**config.mk**
```make
export PLATFORM = sky130hd
export DESIGN_NAME = nan_pixel_deser
export DESIGN_NICKNAME = d
export VERILOG_FILES = /design/src/rtl/nan_pkg.sv /design/src/rtl/nan_pos_counter.sv /design/src/rtl/nan_pixel_deser.sv
export SDC_FILE = /design/constraint.sdc
export NUM_CORES = 1
export LEC_CHECK = 0
export CAP_MARGIN = 25
export CORE_MARGIN = 8
export CORE_UTILIZATION = 55
export DETAILED_ROUTE_END_ITERATION = 8
export GPL_ROUTABILITY_DRIVEN = 0
export GPL_TIMING_DRIVEN = 1
export PLACE_DENSITY = 0.86
export SETUP_SLACK_MARGIN = 0.4
export SYNTH_ARGS = -nofsm -noshare
export SYNTH_HDL_FRONTEND = slang
export SYNTH_SLANG_ARGS = --single-unit
```
**constraint.sdc**
```tcl
create_clock -name SCLOCK -period 2.09 [get_ports SCLOCK]
set_clock_uncertainty 0.1 [all_clocks]
set_input_delay 0.418 -clock SCLOCK [delete_from_list [all_inputs] [get_ports SCLOCK]]
set_output_delay 0.418 -clock SCLOCK [all_outputs]
set_load 0.005 [all_outputs]
```
**src/rtl/nan_pkg.sv**
```systemverilog
// ---------------------------------------------------------------------------
// nan_pkg
// Shared definitions for the NanEye pixel path: deserializer FSM states,
// default sensor geometry, serial word length and the framing bit values.
// No ports; imported by nan_pixel_deser and nan_pos_counter.
// ---------------------------------------------------------------------------
package nan_pkg;

   typedef enum logic [1:0] {
      IDLE  = 2'd0,
      SHIFT = 2'd1,
      DONE  = 2'd2
   } nan_state_e;

   localparam int NAN_COLS   = 250;
   localparam int NAN_ROWS   = 250;
   localparam int NAN_WORD_W = 12;

   localparam logic START_BIT = 1'b1;
   localparam logic STOP_BIT  = 1'b0;

   // A word is malformed when either framing bit has the wrong level.
   function automatic logic framing_bad(input logic start_b, input logic stop_b);
      return (start_b != START_BIT) || (stop_b != STOP_BIT);
   endfunction

endpackage

```
**src/rtl/nan_pos_counter.sv**
```systemverilog
// ---------------------------------------------------------------------------
// nan_pos_counter
// Column/row position tracker for a COLS x ROWS frame with start/end of line
// and start/end of frame decode of the *current* position.
//
// Ports:
//   SCLOCK  in   clock
//   RESET   in   asynchronous active-low reset
//   clr_i   in   return to row 0, column 0 (has priority over adv_i)
//   adv_i   in   step to the next pixel position
//   sol_o   out  current column is 0
//   eol_o   out  current column is COLS-1
//   sof_o   out  current position is row 0, column 0
//   eof_o   out  current position is row ROWS-1, column COLS-1
// ---------------------------------------------------------------------------
module nan_pos_counter
   import nan_pkg::*;
#(
   parameter int COLS = NAN_COLS,
   parameter int ROWS = NAN_ROWS
) (
   input  logic SCLOCK,
   input  logic RESET,
   input  logic clr_i,
   input  logic adv_i,
   output logic sol_o,
   output logic eol_o,
   output logic sof_o,
   output logic eof_o
);

   localparam int CW = (COLS > 1) ? $clog2(COLS) : 1;
   localparam int RW = (ROWS > 1) ? $clog2(ROWS) : 1;
   localparam logic [CW-1:0] COL_LAST = CW'(COLS - 1);
   localparam logic [RW-1:0] ROW_LAST = RW'(ROWS - 1);

   logic [CW-1:0] col_q, col_d;
   logic [RW-1:0] row_q, row_d;

   // Wrap by explicit compare: COLS/ROWS are generally not powers of two.
   always_comb begin
      col_d = col_q;
      row_d = row_q;
      if (clr_i) begin
         col_d = '0;
         row_d = '0;
      end else if (adv_i) begin
         if (col_q == COL_LAST) begin
            col_d = '0;
            row_d = (row_q == ROW_LAST) ? '0 : row_q + 1'b1;
         end else begin
            col_d = col_q + 1'b1;
         end
      end
   end

   always_ff @(posedge SCLOCK or negedge RESET) begin
      if (!RESET) begin
         col_q <= '0;
         row_q <= '0;
      end else begin
         col_q <= col_d;
         row_q <= row_d;
      end
   end

   assign sol_o = (col_q == '0);
   assign eol_o = (col_q == COL_LAST);
   assign sof_o = sol_o && (row_q == '0);
   assign eof_o = eol_o && (row_q == ROW_LAST);

endmodule

```
**src/rtl/nan_pixel_deser.sv**
```systemverilog
// ---------------------------------------------------------------------------
// nan_pixel_deser
// Frames the decoded NanEye bit stream into WORD_W-bit words (start bit,
// PIX_W pixel bits MSB first, stop bit), checks the framing bits and tags
// each pixel with line/frame position markers.
//
// Stream semantics: S_WREN is a one-cycle qualifier for S_DATA with no
// backpressure; PIX_VALID is a one-cycle strobe with no backpressure, and
// PIX_DATA/PIX_SOL/PIX_EOL/PIX_SOF/PIX_EOF/WORD_ERR are meaningful only
// while it is high. All outputs are registered.
//
// Ports:
//   SCLOCK       in   sampling clock (decoder domain)
//   RESET        in   asynchronous active-low reset
//   S_DATA       in   decoded bit, qualified by S_WREN
//   S_WREN       in   one-cycle bit strobe
//   CON_ZERO     in   sync/idle gap indicator; falling edge starts a frame
//   PIX_DATA     out  last assembled pixel (held between strobes)
//   PIX_VALID    out  pixel strobe, one cycle after the stop-bit strobe
//   PIX_SOL      out  pixel is column 0
//   PIX_EOL      out  pixel is column COLS-1
//   PIX_SOF      out  pixel is row 0, column 0
//   PIX_EOF      out  pixel is row ROWS-1, column COLS-1
//   WORD_ERR     out  pixel had a bad start or stop bit
//   FRAME_SHORT  out  pulse: gap began before the frame completed
//   ERR_CNT      out  saturating WORD_ERR count for the current frame
//   dbg_state_o  out  current FSM state
// ---------------------------------------------------------------------------
module nan_pixel_deser
   import nan_pkg::*;
#(
   parameter int WORD_W = NAN_WORD_W,
   parameter int PIX_W  = WORD_W - 2,
   parameter int COLS   = NAN_COLS,
   parameter int ROWS   = NAN_ROWS,
   parameter int ERR_W  = 8
) (
   input  logic             SCLOCK,
   input  logic             RESET,
   input  logic             S_DATA,
   input  logic             S_WREN,
   input  logic             CON_ZERO,
   output logic [PIX_W-1:0] PIX_DATA,
   output logic             PIX_VALID,
   output logic             PIX_SOL,
   output logic             PIX_EOL,
   output logic             PIX_SOF,
   output logic             PIX_EOF,
   output logic             WORD_ERR,
   output logic             FRAME_SHORT,
   output logic [ERR_W-1:0] ERR_CNT,
   output nan_state_e       dbg_state_o
);

   localparam int BCW = $clog2(WORD_W);
   localparam logic [BCW-1:0]   BIT_LAST = BCW'(WORD_W - 1);
   localparam logic [ERR_W-1:0] ERR_MAX  = '1;

   nan_state_e       state_q, state_d;
   logic             cz_q;
   logic [BCW-1:0]   bit_cnt_q, bit_cnt_d;
   // Holds the WORD_W-1 bits received so far; the final bit of a word is
   // taken straight from S_DATA when it completes.
   logic [WORD_W-2:0] shreg_q, shreg_d;
   logic [PIX_W-1:0] pix_data_q, pix_data_d;
   logic             pix_valid_q, pix_valid_d;
   logic             pix_sol_q, pix_sol_d;
   logic             pix_eol_q, pix_eol_d;
   logic             pix_sof_q, pix_sof_d;
   logic             pix_eof_q, pix_eof_d;
   logic             word_err_q, word_err_d;
   logic             frame_short_q, frame_short_d;
   logic [ERR_W-1:0] err_cnt_q, err_cnt_d;

   logic              cz_rise, cz_fall;
   logic [WORD_W-1:0] word_full;
   logic              word_done;
   logic              word_bad;
   logic              pos_clr, pos_adv;
   logic              pos_sol, pos_eol, pos_sof, pos_eof;

   assign cz_rise   = CON_ZERO && !cz_q;
   assign cz_fall   = !CON_ZERO && cz_q;
   assign word_full = {shreg_q, S_DATA};
   assign word_bad  = framing_bad(word_full[WORD_W-1], word_full[0]);

   nan_pos_counter #(
      .COLS (COLS),
      .ROWS (ROWS)
   ) u_pos (
      .SCLOCK (SCLOCK),
      .RESET  (RESET),
      .clr_i  (pos_clr),
      .adv_i  (pos_adv),
      .sol_o  (pos_sol),
      .eol_o  (pos_eol),
      .sof_o  (pos_sof),
      .eof_o  (pos_eof)
   );

   always_comb begin
      state_d       = state_q;
      bit_cnt_d     = bit_cnt_q;
      shreg_d       = shreg_q;
      pix_data_d    = pix_data_q;
      pix_valid_d   = 1'b0;
      pix_sol_d     = 1'b0;
      pix_eol_d     = 1'b0;
      pix_sof_d     = 1'b0;
      pix_eof_d     = 1'b0;
      word_err_d    = 1'b0;
      frame_short_d = 1'b0;
      err_cnt_d     = err_cnt_q;
      pos_clr       = 1'b0;
      pos_adv       = 1'b0;
      word_done     = 1'b0;

      unique case (state_q)
         IDLE: begin
            // S_WREN coinciding with the fall is dropped: we are still in IDLE.
            if (cz_fall) begin
               state_d   = SHIFT;
               bit_cnt_d = '0;
               shreg_d   = '0;
               err_cnt_d = '0;
               pos_clr   = 1'b1;
            end
         end

         SHIFT: begin
            if (S_WREN) begin
               shreg_d = word_full[WORD_W-2:0];
               if (bit_cnt_q == BIT_LAST) begin
                  bit_cnt_d = '0;
                  word_done = 1'b1;
               end else begin
                  bit_cnt_d = bit_cnt_q + 1'b1;
               end
            end

            if (word_done) begin
               pix_valid_d = 1'b1;
               pix_data_d  = word_full[WORD_W-2:1];
               pix_sol_d   = pos_sol;
               pix_eol_d   = pos_eol;
               pix_sof_d   = pos_sof;
               pix_eof_d   = pos_eof;
               word_err_d  = word_bad;
               pos_adv     = 1'b1;
               if (word_bad && (err_cnt_q != ERR_MAX)) begin
                  err_cnt_d = err_cnt_q + 1'b1;
               end
               if (pos_eof) begin
                  state_d = DONE;
               end
            end

            // A gap that lands on the EOF stop bit is a normal frame end.
            if (cz_rise) begin
               state_d       = IDLE;
               frame_short_d = !(word_done && pos_eof);
            end
         end

         DONE: begin
            if (cz_rise) begin
               state_d = IDLE;
            end
         end

         default: begin
            state_d = IDLE;
         end
      endcase
   end

   always_ff @(posedge SCLOCK or negedge RESET) begin
      if (!RESET) begin
         state_q       <= IDLE;
         cz_q          <= 1'b0;
         bit_cnt_q     <= '0;
         shreg_q       <= '0;
         pix_data_q    <= '0;
         pix_valid_q   <= 1'b0;
         pix_sol_q     <= 1'b0;
         pix_eol_q     <= 1'b0;
         pix_sof_q     <= 1'b0;
         pix_eof_q     <= 1'b0;
         word_err_q    <= 1'b0;
         frame_short_q <= 1'b0;
         err_cnt_q     <= '0;
      end else begin
         state_q       <= state_d;
         cz_q          <= CON_ZERO;
         bit_cnt_q     <= bit_cnt_d;
         shreg_q       <= shreg_d;
         pix_data_q    <= pix_data_d;
         pix_valid_q   <= pix_valid_d;
         pix_sol_q     <= pix_sol_d;
         pix_eol_q     <= pix_eol_d;
         pix_sof_q     <= pix_sof_d;
         pix_eof_q     <= pix_eof_d;
         word_err_q    <= word_err_d;
         frame_short_q <= frame_short_d;
         err_cnt_q     <= err_cnt_d;
      end
   end

   assign PIX_DATA    = pix_data_q;
   assign PIX_VALID   = pix_valid_q;
   assign PIX_SOL     = pix_sol_q;
   assign PIX_EOL     = pix_eol_q;
   assign PIX_SOF     = pix_sof_q;
   assign PIX_EOF     = pix_eof_q;
   assign WORD_ERR    = word_err_q;
   assign FRAME_SHORT = frame_short_q;
   assign ERR_CNT     = err_cnt_q;
   assign dbg_state_o = state_q;

endmodule

```
==> run summary, run 1 <==
Outcome = finished with violations
Failing checks = design-rule violations
Crit-path slowest cell = dfrtp_2
Critical path origin = dbg_state_o[1]
CTS tree = built
Antenna violations before repair = 1
Starting Density = 55.87%
CTS root buffer = clkbuf_8
Worst-path maximum fanout = 7
Grt total ovfl = 0
Share of post-route cells with drive strength above 1 = 37.77%
Final setup vio count = 0
Met1 Track Usage GR = 22.23%
Residual DRC count = 2
Core Box Area = 0.005010 mm2
Final ANT Viol Nets = 0
Post-synth EDFFs = 0
Slew margin rel. = 70.23%
Reg2Reg Launch Point = dbg_state_o[1]
Die area = 0.007627 mm2
Sequential area share after synthesis = 52.75%
Via count = 2773
Design area = 0.004167 mm2
Wire per inst = 20.84 um
M2 GR Usage = 33.68%
Fill cells = 266
Final instance count without filler cells = 439
Power, Total = 0.002939 W
Dpl cell area = 0.003322 mm2
H-tree level count = 3
Post-layout util = 83.17%
Hold crit path type = register to register
Clock sinks = 59
GRT Overall Usage = 19.64%
Worst IR Drop VDD = 0.5340 mV
Post-synth top flop = dfrtp_1
Vias in the first global route = 2501
Yosys Warn Count = 0
Fin. Hold Viols = 0
CP endpoint kind = register
Final Max Tran Viols = 0
I/O Pins = 32
Leak = 2.060 nW
Crit share post-route = 90.12%
Hold Slack = 391.5 ps
#FFs+latches synth = 59
Syn nets = 289
First-pass GRT wire length = 11660 um
Drt pass-1 iters = 7
Startpoint types = register
Busiest grt layer = met2
Largest net degree at the start of global routing = 60
DRT Wirelength = 9147 um
Detailed Place HPWL = 4281 um
Crit path DAT = 2010 ps
Fmax = 530.9 MHz
Die W = 87.34 um
Syn Area/Cell = 10.14 um2
WP data required = 2220 ps
Input/output buffers = 31
Clk pin slew, worst setup/hold paths = 70 ps
GR Layer Usage met3 = 4.340%
FFs w/ async S/R, synth = 100.0%
Slew of the pin with the lowest slew margin = 440.4 ps
Worst skew pair latency = 360 ps
Layout area overhead = 48.86%
CP cell instances = buf_6 -> nor4b_4 -> a21oi_4 -> buf_6 -> o21ai_0 -> a21oi_2
Netlist Area Pre-Place = 0.002799 mm2
Row cnt = 26
Crit path kind = register to register
Mapped Cells = 276
Iteration-0 DRC Markers = 255
Cell count after placement = 386
Hold Crit Start = cz_q
Max Cap Viol = 0
CTS Buf Count = 9
Die Ht = 87.34 um
RSZ-0062 raised after global routing = true
Buffer levels on the longest clock path = 2
Critical path's largest stage delay = 470 ps
PwrDens = 705.3 mW/mm2
Drt via density = 6.317
Most common cell on crit path = buf_6
Layout net count = 376
Minimum clock period = 1884 ps
Distinct cells, synth = 47
cells in the mapped netlist, types with 3 or more instances:
cell | number | area share [%]
dfrtp_1 | 59 | 53
nand2_1 | 41 | 5.5
o21ai_0 | 31 | 5.5
a21oi_1 | 13 | 2.3
inv_1 | 12 | 1.6
mux2_2 | 11 | 4.4
nand3_1 | 11 | 2.0
nor2_1 | 10 | 1.3
ha_1 | 8 | 3.6
nor3_1 | 7 | 1.3
o211ai_1 | 6 | 1.6
and3_1 | 5 | 1.1
a31oi_1 | 4 | 0.89
nand4_1 | 4 | 0.89
or4_1 | 4 | 1.1
and3b_1 | 3 | 0.94
buf_2 | 3 | 0.54
clkbuf_1 | 3 | 0.40
nand3b_1 | 3 | 0.80
or3_1 | 3 | 0.67
metrics by stage:
stage | setup TNS, ps | setup slack, ps
global route | 0 | 135.3
global placement | -245.5 | -90.35
floorplan | 0 | 356.0
CTS | 0 | 311.1
finish | 0 | 206.4
detailed placement | -1048 | -182.0
kinds of logic after synthesis:
logic type	share of synthesized area (%)
multiplexers	4.426
flip-flops	52.75
adder cells (fa/ha/maj)	3.576
buffers and inverters	3.218
XOR/XNOR	0.6260
AO/OA/AOI/OAI	14.71
AND/OR/NAND/NOR	20.70
cell type report:
class                      instances  area [um2]  share of cell area (%)
timing repair buffer              84       798.3                   19.16
clock inverter                     6       88.84                   2.132
multi-input combinational        196        1519                   36.46
clock buffer                      10       137.6                   3.303
inverter                          13       53.80                   1.291
sequential                        59        1479                   35.50
antenna                            1       2.502                 0.06006
tap                               70       87.58                   2.102
cells in the final DEF (no fill, tap or decap), drive strengths merged, types with 2 or more instances in the layout:
cell type,count
a211oi,2
a21oi,14
a22o,3
a31oi,4
and2,2
and3,5
and3b,4
and4,2
buf,51
bufinv,2
clkbuf,12
clkinv,2
clkinvlp,2
dfrtp,59
dlygate4sd2,22
dlymetal6s2s,6
ha,8
inv,13
mux2,11
nand2,41
nand3,11
nand3b,3
nand4,5
nor2,10
nor3,7
nor4b,3
o211ai,6
o21ai,31
o31ai,2
or3,4
or4,4
xnor2,2
flip-flops by register name (all words and copies together), names as in the netlist, 2 cells and up:
name	cells
shreg_q	11
ERR_CNT	8
u_pos.col_q	8
dbg_state_o	2
bit_cnt_q	4
PIX_DATA	10
u_pos.row_q	8
per-layer routing:
metal | part of all wire, % | vias up | wire length [um]
met2 | 48 | 182 | 4406
met4 | 6.1 | 0 | 560
met5 | 0 | - | 0
met1 | 38 | 1346 | 3439
met3 | 8.1 | 68 | 741
li1 | - | 1177 | -
final timing paths:
| kind | endpoint | slack, ps | depth (start not counted) |
|---|---|---|---|
| worst max-delay path | u_pos.col_q[3] | 210 | 6 |
| worst min-delay path | FRAME_SHORT | 390 | 1 |
| worst max register to register | u_pos.col_q[3] | 210 | 6 |
| worst min register to register | FRAME_SHORT | 390 | 1 |
| max in group asynchronous | dbg_state_o[1] | 1120 | 3 |
| min in group asynchronous | ERR_CNT[7] | 500 | 3 |
where the power goes:
part	total, W	switching (W)	leakage, nW	internal, W
clock network	0.00121	0.000506	0.108	0.000703
logic	0.000478	0.000263	1.14	0.000215
registers	0.00125	0.0000563	0.808	0.00120
critical path: cells and delay by family, from the launching register on:
| kind | cells | cell delay (ps) |
|---|---|---|
| AOI/OAI and AO/OA | 3 | 540 |
| DFF | 1 | 470 |
| and+or+nand+nor | 1 | 340 |
| buffers and inverters | 2 | 290 |
repair_timing:
action	CTS	global route
buffers inserted	20	11
cloned	2	2
pin swaps	11	20
hold endpoints to repair	59	0
hold buffers	1	0
endpoints found under the setup margin	59	56
resized for setup	49	86
No activity file was read; power rests on OpenSTA's default activity.
==> run 2: changes to the inputs <==
Settings changed: CORE_UTILIZATION 55 to 35, PLACE_DENSITY 0.86 to 0.62.
Clock period 2.09 ns to 2 ns, I/O delays scaled along.
==> run 2 against run 1 <==
- the flow now finishes without violations
- worst hold slack got worse by 44 ps
- count of clock-buffer cells in the layout grew 2
- fmax rose by 4.9%
- wire length fell by 23%
- combinational power fell by 13%
- utilization down 29 points
- sequential share of layout area fell by 0.23 points
- non-clock buffer count is 7 higher
- worst setup slack got worse by 1.8 ps
- critical endpoint is now u_pos.row_q[4]
==> run summary, run 2 (same netlist as run 1, synthesis figures left out) <==
Drt pass-1 iters = 4 (-3)
PwrDens = 768.3 mW/mm2 (+8.9%)
Largest net degree at the start of global routing = 60 (unchanged)
Die area = 0.01111 mm2 (+46%)
Antenna violations before repair = 0 (-1)
Cell count after placement = 425 (+10%)
Grt total ovfl = 0 (unchanged)
Crit share post-route = 89.77% (-0.36 points)
Starting Density = 36.22% (-20 points)
Layout net count = 383 (+1.9%)
Die W = 105.4 um (+21%)
Final setup vio count = 0 (unchanged)
Clk pin slew, worst setup/hold paths = 60 ps (about the same)
Commonest non-fill, non-tap cell in the layout = dfrtp_1
Share of post-route cells with drive strength above 1 = 35.47% (-2.3 points)
Max Cap Viol = 0 (unchanged)
Crit path kind = register to register
Critical path's largest stage delay = 590 ps (+120 ps)
Vias in the first global route = 2323 (-7.1%)
Max reg flops = 11 (unchanged)
CP endpoint kind = register
Leak = 1.959 nW (-4.9%)
CTS tree = built
Row cnt = 32 (+23%)
Antenna diodes = 0 (-1)
Clock sinks = 59 (unchanged)
Final ANT Viol Nets = 0 (unchanged)
Worst-path maximum fanout = 7 (unchanged)
Slew margin rel. = 74.23% (+4.0 points)
Setup_tns = 0 ps (unchanged)
Startpoint types = register
Detailed Place HPWL = 4148 um (-3.1%)
Buffer levels on the longest clock path = 2 (unchanged)
Fin. Hold Viols = 0 (unchanged)
Worst skew pair latency = 340 ps (-20 ps)
Crit path buffers/inverters = 2 (unchanged)
Drt via density = 5.132 (-19%)
Core Box Area = 0.007727 mm2 (+54%)
Register Area = 0.001480 mm2 (about the same)
CP cell instances = buf_12 -> or4b_4 -> buf_6 -> a21oi_1 -> o21ai_1
I/O Pins = 32 (unchanged)
Final Max Tran Viols = 0 (unchanged)
WP data required = 2120 ps (-100 ps)
Crit-path slowest cell = or4b_4
Worst IR Drop VDD = 0.4856 mV (-9.1%)
Crit path DAT = 1920 ps (-90 ps)
RSZ-0062 raised after global routing = true
H-tree level count = 3 (unchanged)
DRT Wirelength = 7049 um (-23%)
Post-layout util = 54.32% (-29 points)
Input/output buffers = 31 (unchanged)
Dpl cell area = 0.003433 mm2 (+3.4%)
Layout area overhead = 49.98%
Multi-input gate area = 0.001454 mm2 (-4.3%)
Iteration-0 DRC Markers = 150 (-41%)
Most frequent cells in the layout = dfrtp_1 (56), buf_4 (45), nand2_1 (38), dlygate4sd2_1 (28), o21ai_0 (17)
Die Ht = 105.4 um (+21%)
Residual DRC count = 0 (-2)
Hold crit path type = primary input to register
CTS root buffer = clkbuf_8
Fill cells = 667 (+150%)
Biggest register = shreg_q
CP top delay family = simple AND/OR/NAND/NOR gates
Outcome = complete, no violations
CTS Buf Count = 9 (unchanged)
Final instance count without filler cells = 477 (+8.7%)
Wire per inst = 14.78 um (-29%)
Slew of the pin with the lowest slew margin = 383.0 ps (-57.42 ps)
Via count = 2448 (-12%)
GRT Overall Usage = 12.48% (-7.2 points)
Minimum clock period = 1795 ps (-88.24 ps)
Fmax = 557.0 MHz (+4.9%)
Design area = 0.004198 mm2 (+0.75%)
First-pass GRT wire length = 11230 um (-3.7%)
## run 2: cell count changes in the layout (fill, tap and decap cells not counted), sizes merged
cell | previous run | this run
buf | 51 | 60
dlygate4sd2 | 22 | 28
dlymetal6s2s | 6 | 0
bufinv | 2 | 4
clkinv | 2 | 0
clkinvlp | 2 | 0
clkdlybuf4s15 | 1 | 0
clkdlybuf4s50 | 1 | 2
diode | 1 | 0
## run 2: timing repair
item	4_1_cts	5_1_grt
hold buffers	1	0
pin swaps	16	13
gates cloned	1	0
endpoints found under the setup margin	78	55
setup buffers	23	11
gates resized for setup	74	24
hold endpoints to repair	59	0
## run 2: path summary, 6_finish.rpt
path / startpoint / endpoint / slack [ps] / depth (start not counted)
setup / recovery: dbg_state_o[1] / u_pos.row_q[4] / 200 / 5
hold / removal: CON_ZERO / cz_q / 350 / 1
setup reg to reg: dbg_state_o[1] / u_pos.row_q[4] / 200 / 5
hold reg to reg: shreg_q[10] / shreg_q[10] / 400 / 2
max in group asynchronous: RESET / dbg_state_o[1] / 1040 / 3
min in group asynchronous: RESET / ERR_CNT[2] / 490 / 3
## run 2: metal layers
| layer | share of wire [%] | GRT usage [%] |
|---|---|---|
| met4 | 2.0 | 5.505 |
| met2 | 47 | 18.30 |
| met3 | 4.1 | 4.446 |
| met5 | 0 | 0 |
| met1 | 47 | 16.17 |
## run 2: stage by stage
stage	power, W	hold WS [ps]	setup WS, ps
5_1_grt	0.003361	332.7	150.5
6_report	0.003225	347.3	204.6
3_3_place_gp	0.001630	332.7	-203.7
3_5_place_dp	0.001635	329.0	-253.9
2_1_floorplan	0.001487	4.409	309.0
4_1_cts	0.003202	324.9	224.4
## run 2: final cells by class
type,instances,area share (%)
flip-flops and latches,59,35.26
multi-input cells,196,34.63
repair buffers,91,19.11
clock buffers,12,3.696
well taps,102,3.040
clock inverters,4,2.861
inverters,13,1.401
## run 2: report_power, final
| group | internal (W) | leakage (nW) | total, W | switching (W) |
|---|---|---|---|---|
| sequential | 0.00125 | 0.807 | 0.00130 | 0.0000511 |
| combinational | 0.000195 | 1.02 | 0.000414 | 0.000219 |
| clock | 0.00102 | 0.137 | 0.00151 | 0.000486 |
==> run 3: changes to the inputs <==
--- a/constraint.sdc
+++ b/constraint.sdc
@@ -3,3 +3,3 @@
 set_input_delay 0.4 -clock SCLOCK [delete_from_list [all_inputs] [get_ports SCLOCK]]
 set_output_delay 0.4 -clock SCLOCK [all_outputs]
-set_load 0.005 [all_outputs]
+set_load 0.01 [all_outputs]
==> run 3 against run 2 <==
- register-to-register slack gained 40 ps
- worst setup slack gained 36 ps
- global-route usage grew 0.51 points
- fmax grew 2.0%
- utilization grew 1.5 points
- final area grew 2.7%
- count of clock-buffer cells in the layout shrank 1
- wire length grew 2.2%
- sequential share of layout area shrank 0.83 points
- non-clock buffer count grew 1
- first-iteration DRC count shrank 24%
- largest cell class is now multi-input gates
==> run summary, run 3 (same netlist as run 1, synthesis figures left out) <==
Outcome = complete, no violations
Hold crit path type = primary input to register
Reg2Reg Launch Point = dbg_state_o[1]
Grt total ovfl = 0 (unchanged)
Layout area overhead = 54.09%
Wire per inst = 15.07 um (+2.0%)
Fill cells = 642 (-3.7%)
Worst-path maximum fanout = 6 (-1)
PwrDens = 663.2 mW/mm2 (-14%)
Hold EP = cz_q
Slew of the pin with the lowest slew margin = 357.5 ps (-25.50 ps)
Max reg flops = 11 (unchanged)
Max Cap Viol = 0 (unchanged)
Hold Crit Start = CON_ZERO
Critical path's largest stage delay = 400 ps (-190 ps)
Startpoint types = register
Via count = 2482 (+1.4%)
Leak = 1.979 nW (+1.0%)
FF-to-FF path depth = 6 (+1)
Starting Density = 36.22% (unchanged)
CTS root buffer = clkbuf_8
Final setup vio count = 0 (unchanged)
CP endpoint kind = register
WP data required = 2120 ps (about the same)
Row cnt = 32 (unchanged)
Drt via density = 5.192 (+1.2%)
Crit-path slowest cell = dfrtp_2
CTS Buf Count = 9 (unchanged)
First-pass GRT wire length = 11880 um (+5.8%)
Detailed Place HPWL = 4318 um (+4.1%)
Commonest non-fill, non-tap cell in the layout = dfrtp_1
Final Max Tran Viols = 0 (unchanged)
Biggest register = shreg_q
Final ANT Viol Nets = 0 (unchanged)
CTS tree = built
Clock sinks = 59 (unchanged)
Worst IR Drop VDD = 0.4018 mV (-17%)
GRT Overall Usage = 12.99% (+0.51 points)
Minimum clock period = 1760 ps (-35.71 ps)
DRT Wirelength = 7203 um (+2.2%)
Largest net degree at the start of global routing = 34 (-43%)
Post-layout util = 55.81% (+1.5 points)
Fin. Hold Viols = 0 (unchanged)
CP cell instances = buf_6 -> nand3b_1 -> nor2_4 -> buf_6 -> buf_12 -> mux2_4
Crit path DAT = 1880 ps (-40 ps)
Most common cell on crit path = buf_6
I/O Pins = 32 (unchanged)
Fmax = 568.3 MHz (+2.0%)
H-tree level count = 3 (unchanged)
Core Box Area = 0.007727 mm2 (unchanged)
Iteration-0 DRC Markers = 114 (-24%)
Antenna diodes = 0 (unchanged)
Vias in the first global route = 2493 (+7.3%)
Worst skew pair latency = 330 ps (about the same)
Layout net count = 384 (+0.26%)
WHS Path Cells = 1 (unchanged)
Antenna violations before repair = 0 (unchanged)
FF-to-FF End = PIX_DATA[1]
Most frequent cells in the layout = dfrtp_1 (52), buf_4 (40), nand2_1 (34), dlygate4sd2_1 (27)
Crit share post-route = 87.98% (-1.8 points)
Share of post-route cells with drive strength above 1 = 42.02% (+6.6 points)
Worst reg-to-reg setup slack = 240 ps (+40 ps)
Clk pin slew, worst setup/hold paths = 60 ps (about the same)
RSZ-0062 raised after global routing = true
Crit path kind = register to register
Drt pass-1 iters = 4 (unchanged)
Residual DRC count = 0 (unchanged)
Die area = 0.01111 mm2 (unchanged)
Die Ht = 105.4 um (unchanged)
Setup_tns = 0 ps (unchanged)
Slew margin rel. = 75.95% (+1.7 points)
Input/output buffers = 31 (unchanged)
Buffer levels on the longest clock path = 2 (unchanged)
Die W = 105.4 um (unchanged)
[run 3: cell types whose count changed in the layout (fill, tap and decap cells not counted), sizes merged]
cell	previous run	this run
bufinv	4	1
clkbuf	12	13
clkdlybuf4s50	2	1
clkinv	0	3
clkinvlp	0	1
dlygate4sd2	28	27
dlymetal6s2s	0	1
[run 3: critical path, delay by kind of cell (launching register included)]
kind | cells | cell delay (ps)
DFF | 1 | 400
and+or+nand+nor | 2 | 470
buffers and inverters | 3 | 380
muxes | 1 | 300
[run 3: layer usage]
layer / part of all wire (%) / GRT usage [%] / wire length [um]
met2: 48 / 20.23 / 3449
met5: 0 / 0 / 0
met1: 46 / 16.10 / 3293
met3: 4.9 / 4.507 / 356
met4: 1.4 / 5.199 / 104
[run 3: how the worst max path moves through the flow]
stage               slack [ps]             end  cells after the start      startpoint
floorplan                  290  u_pos.col_q[6]                      5  dbg_state_o[1]
global placement          -190  u_pos.row_q[4]                      5        CON_ZERO
detailed placement        -230  u_pos.row_q[4]                      5        CON_ZERO
CTS                        170  dbg_state_o[0]                      1  dbg_state_o[0]
global route               180  u_pos.row_q[6]                      6    bit_cnt_q[1]
finish                     240     PIX_DATA[1]                      6  dbg_state_o[1]
[run 3: per-stage QoR]
step | hold slack, ps | setup slack [ps] | cell area [um2] | total power (W) | cells
2_1_floorplan | 4.409 | 293.7 | 2863 | 0.001493 | 276
3_3_place_gp | 202.9 | -194.3 | 3435 | 0.001637 | 422
3_5_place_dp | 205.4 | -227.3 | 3435 | 0.001643 | 422
4_1_cts | 336.4 | 169.6 | 4003 | 0.002781 | 462
5_1_grt | 341.6 | 182.8 | 4313 | 0.003002 | 478
6_report | 357.4 | 240.4 | 4313 | 0.002860 | 478
[run 3: area by class of cell]
| class | instances | area [um2] | area share (%) |
|---|---|---|---|
| clock buffer | 11 | 141.4 | 3.278 |
| clock inverter | 5 | 52.55 | 1.218 |
| inverter | 13 | 53.80 | 1.247 |
| multi-input combinational | 196 | 1574 | 36.50 |
| sequential | 59 | 1485 | 34.44 |
| tap | 102 | 127.6 | 2.959 |
| timing repair buffer | 92 | 878.3 | 20.37 |
[run 3: where the power goes]
part | total, W | internal [W] | switching, W
clock network | 0.00107 | 0.000603 | 0.000469
registers | 0.00131 | 0.00125 | 0.0000538
logic | 0.000482 | 0.000240 | 0.000242
[run 3: timing repair]
item | in CTS | in global routing
pin swaps | 18 | 18
buffers inserted | 21 | 14
gates resized for setup | 87 | 48
gates cloned | 2 | 2
endpoints found under the hold margin | 11 | 0
hold buffers | 1 | 0
endpoints found under the setup margin | 78 | 60
